--- config.mk ---
export PLATFORM = sky130hd
export DESIGN_NAME = vregfile_wb
export DESIGN_NICKNAME = d
export VERILOG_FILES = /design/src/rtl/vregfile_wb.sv
export SDC_FILE = /design/constraint.sdc
export NUM_CORES = 2
export LEC_CHECK = 0
export ABC_AREA = 1
export CELL_PAD_IN_SITES_DETAIL_PLACEMENT = 0
export CELL_PAD_IN_SITES_GLOBAL_PLACEMENT = 2
export CORE_ASPECT_RATIO = 2
export CORE_MARGIN = 5
export CORE_UTILIZATION = 33
export CTS_CLUSTER_DIAMETER = 150
export DETAILED_ROUTE_END_ITERATION = 7
export PLACE_DENSITY_LB_ADDON = 0.1
export SYNTH_ARGS = -nofsm -noshare
export SYNTH_HDL_FRONTEND = slang
export SYNTH_SLANG_ARGS = --single-unit
--- constraint.sdc ---
create_clock -name clk -period 5.53 [get_ports clk]
set_input_delay 1.106 -clock clk [delete_from_list [all_inputs] [get_ports clk]]
set_output_delay 1.106 -clock clk [all_outputs]
set_load 0.03 [all_outputs]
--- src/rtl/vregfile_wb.sv ---
// rtl/vregfile_wb.sv - writeback-stage vector register file with bypassed read ports
//
// Purpose:
//   Selects the writeback result (ALU result or load data), commits it into a
//   NREGS x DATA_W vector register file, serves two combinational read ports
//   with write-through bypass, and reports commit status and count.
//
// Ports:
//   clk, rst               clock (rising edge), synchronous active-high reset
//   stall_W                suppresses the commit for this cycle
//   regw_W                 register write request
//   regmem_W               1 selects readdata_W, 0 selects ALUrslt_W
//   regScr_W               destination register index
//   ALUrslt_W, readdata_W  candidate writeback values
//   ra1_D, ra2_D           read addresses from decode
//   rd1_D, rd2_D           read data to decode (bypassed)
//   result_W               selected writeback value (combinational)
//   wb_valid               pulse: a commit happened on the last edge
//   wb_addr                index of the last commit
//   wb_count               commits since reset, wraps modulo 2^CNT_W
module vregfile_wb #(
  parameter int DATA_W = 128,
  parameter int NREGS  = 16,
  parameter int ADDR_W = 4,
  parameter int CNT_W  = 16
) (
  input  logic              clk,
  input  logic              rst,
  input  logic              stall_W,
  input  logic              regw_W,
  input  logic              regmem_W,
  input  logic [ADDR_W-1:0] regScr_W,
  input  logic [DATA_W-1:0] ALUrslt_W,
  input  logic [DATA_W-1:0] readdata_W,
  input  logic [ADDR_W-1:0] ra1_D,
  input  logic [ADDR_W-1:0] ra2_D,
  output logic [DATA_W-1:0] rd1_D,
  output logic [DATA_W-1:0] rd2_D,
  output logic [DATA_W-1:0] result_W,
  output logic              wb_valid,
  output logic [ADDR_W-1:0] wb_addr,
  output logic [CNT_W-1:0]  wb_count
);

  logic [DATA_W-1:0] regs [NREGS];
  logic              we;

  assign result_W = regmem_W ? readdata_W : ALUrslt_W;

  // rst is folded into the write enable so the bypass is also off while the
  // file is being cleared; reads then return stored contents.
  assign we = regw_W & ~stall_W & ~rst;

  // Write-through bypass: a same-cycle commit is visible to decode, which
  // removes the W-to-D hazard without a stall.
  always_comb begin
    rd1_D = regs[ra1_D];
    rd2_D = regs[ra2_D];
    if (we && (ra1_D == regScr_W)) rd1_D = result_W;
    if (we && (ra2_D == regScr_W)) rd2_D = result_W;
  end

  always_ff @(posedge clk) begin
    if (rst) begin
      for (int i = 0; i < NREGS; i++) begin
        regs[i] <= '0;
      end
      wb_valid <= 1'b0;
      wb_addr  <= '0;
      wb_count <= '0;
    end else if (we) begin
      regs[regScr_W] <= result_W;
      wb_valid       <= 1'b1;
      wb_addr        <= regScr_W;
      wb_count       <= wb_count + CNT_W'(1);
    end else begin
      wb_valid <= 1'b0;
    end
  end

endmodule

==> results.md <==
* Core area at approximately 350,000 sq um
* CP delay by family, top: buffers and inverters
* First-pass GRT wire length at around 860,000 um
* Commonest non-fill, non-tap cell in the layout: nand2_1
* Final setup fails at 0
* Fin util at 0.3893
* Skew final at between 0.002 and 0.0025 ns
* # rows at approximately 310
* Total wire length at around 600,000 um
* Number of port buffers at slightly below 700
* Slew HR at 0.2272
* Fillers at approximately 36,000
* Worst setup path category: in2out
* Clock transition at path regs at about 0.060 ns
* Share of cells above drive strength 1 at 0.08019
* Average instance area after synthesis at between 7 and 8 sq um
* Fin. Hold Viols at 0
* Leakage power at approximately 57 nW
* Setup TNS at 0 ns
* Startpoint Class: input pin
* Grt ovf at 0
* Vias at 115,676
* Min Tclk post-route at roughly 5.3 ns
* Vias in the first global route at about 110k
* Antenna-violating nets left at 0
* CP peak stage delay at 0.80 ns
* TritonCTS clock tree: yes
* Die Height at between 800 and 900 um
* Critical Path End Type: output port
* CTS resizes at 0
* Fmax achieved at about 190 MHz
* Later-pin clock latency in the skew report at approximately 0.9 ns
* Req. time, crit path at around 4.4 ns
* Most common cell on crit path: buf_4
* Post-Syn Instances at 14,870
* GR Util All Layers at 0.3236
* Number of max-cap violations at 0
* Buffers & Inverters on Critical Path at 4
* Violated checks: design-rule violations
* TritonCTS Buffers at approximately 210
* Min-delay worst type: reg2reg
* Cts hold-fix bufs at 0
* # nets final at about 15,000
* Max rail drop VDD at between 0.2 and 0.25 mV
* Initial antenna violation count at 13
* Synth cell types at 27
* FF+latch count, synth at slightly above 2,000
* Clk root buf: clkbuf_16
* CP arrival at about 4.2 ns
* H-tree level count at 4
* Syn nets at approximately 15,000
* Unrepaired setup endpoints after global routing: false
* Via density at 5.821
* Clock Sinks at slightly above 2,000
* Postcts setup bufs at 0
* GPL Wtd Cong at around 0.84
* Worst Tran Pin Value at around 1.2 ns
* Top Ports at 678
* Layout area overhead at 17.60%
* Die Area at 365,200 sq um
* YS warnings at 0
* Die width at 429.8 um
* Cell Area, Synth at 116,300 sq um
* WL/cell at roughly 31 um
* Period Utilization, post-route at 0.9590
* DRT iter0 DRCs at around 14,000
* Hpwl dp at 355,200 um
* Largest net degree at the start of global routing at between 100 and 150
* Clk buf depth at 4
* Crit-path cells: clkdlybuf4s50_1 > xnor2_2 > buf_12 > nand4_1 > buf_4 > nand2_1 > buf_4
* Slew Limit Fails at 0
* Worst reg-to-reg setup slack at just under 4 ns
* Outcome: finished with violations
* Initial Utilization at 0.3310
* Slowest-stage cell, CP: clkdlybuf4s50_1
* Max FO, Critical Path at 60
* DRC at 2
* Leading cell types in the layout, fill and taps excluded: nand2_1 (5,011), nand3_1 (3,602), nor2_1 (2,068)
* First-pass DRT Iterations at 8
* Pwr Density at 301.8 nW/um^2
* Seq/Total Area, Yosys at 0.5323
## worst paths after layout
path	to	from	depth (start not counted)
worst max-delay path	rd2_D[86]	regScr_W[2]	7
worst min-delay path	wb_count[6]	wb_count[6]	2
worst max register to register	wb_count[10]	wb_count[1]	6
worst min register to register	wb_count[6]	wb_count[6]	2
## cell usage after synthesis
cell / count / share of area
nor3_4: 1 / 0.00014
nor2_1: 2068 / 0.067
o21ai_1: 128 / 0.0055
buf_6: 22 / 0.0021
edfxtp_1: 2048 / 0.53
a21oi_1: 14 / 0.00060
nor3_1: 6 / 0.00026
inv_2: 6 / 0.00019
nand4_1: 261 / 0.014
buf_1: 181 / 0.0058
xor2_1: 3 / 0.00023
nand3_2: 1 / 0.000086
nand3b_1: 1 / 0.000065
a31oi_1: 1 / 0.000054
nand3_1: 3604 / 0.16
nor2_4: 1 / 0.000097
dfxtp_1: 21 / 0.0036
nand2_1: 5043 / 0.16
buf_4: 6 / 0.00039
xnor2_1: 2 / 0.00015
buf_2: 588 / 0.025
ha_1: 1 / 0.00011
nor3_2: 1 / 0.000086
nor2_2: 2 / 0.00011
inv_1: 298 / 0.0096
o21ai_0: 10 / 0.00043
clkbuf_1: 552 / 0.018
## layer usage
metal | up-vias | track usage | part of all wire
met2 | 7013 | 0.5544 | 0.49
met5 | - | 0 | 0.000055
met1 | 57250 | 0.4027 | 0.38
li1 | 50006 | - | -
met4 | 6 | 0.1449 | 0.051
met3 | 1401 | 0.04916 | 0.084
## per-stage QoR
step                hold slack [ns]  setup WS [ns]  area [sq um]  instances  total power, mW
floorplan                    0.5759        0.07488        116300      14870            22.85
global placement             0.4694         0.2731        130000      19487            26.51
detailed placement           0.4779         0.3307        130000      19487            26.56
CTS                          0.4924         0.3071        136800      19863            41.49
global route                 0.5032         0.2421        136800      19864            42.58
finish                       0.4851         0.2267        136800      19871            41.29
## flip-flops by register name (all words and copies together), names as in the netlist
signal,flops
wb_valid,1
regs,2048
wb_addr,4
wb_count,16
## worst min-delay path, cell delays in order (launching register included)
cell	delay [ns]
dfxtp_1	0.34
inv_1	0.06
a21oi_1	0.05
## layout make-up
class	instances	area, sq um	area share
Tap cell	4650	5818	0.04253
Timing Repair Buffer	1316	13460	0.09841
Antenna cell	8	20.02	0.0001463
Clock buffer	256	5554	0.04060
Sequential cell	2069	61920	0.4526
Inverter	304	1201	0.008780
Clock inverter	120	1212	0.008862
Multi-Input combinational cell	11148	47620	0.3481
## cells by family (layout without fill, tap and decap cells)
group	Yosys count	in the layout	share of synthesized area
compound gates	153	153	0.006593
xor+xnor	5	5	0.0003765
fa+ha+maj	1	1	0.0001075
buf+inv	1653	1996	0.06127
flops	2069	2069	0.5323
other cells	0	8	0
simple gates	10989	10989	0.3994
## report_power, final
group	internal [mW]	switching (mW)
sequential	18.1	0.461
clock	8.27	6.70
combinational	2.18	5.60
total	28.5	12.8
(Power assumes the default switching activity.)
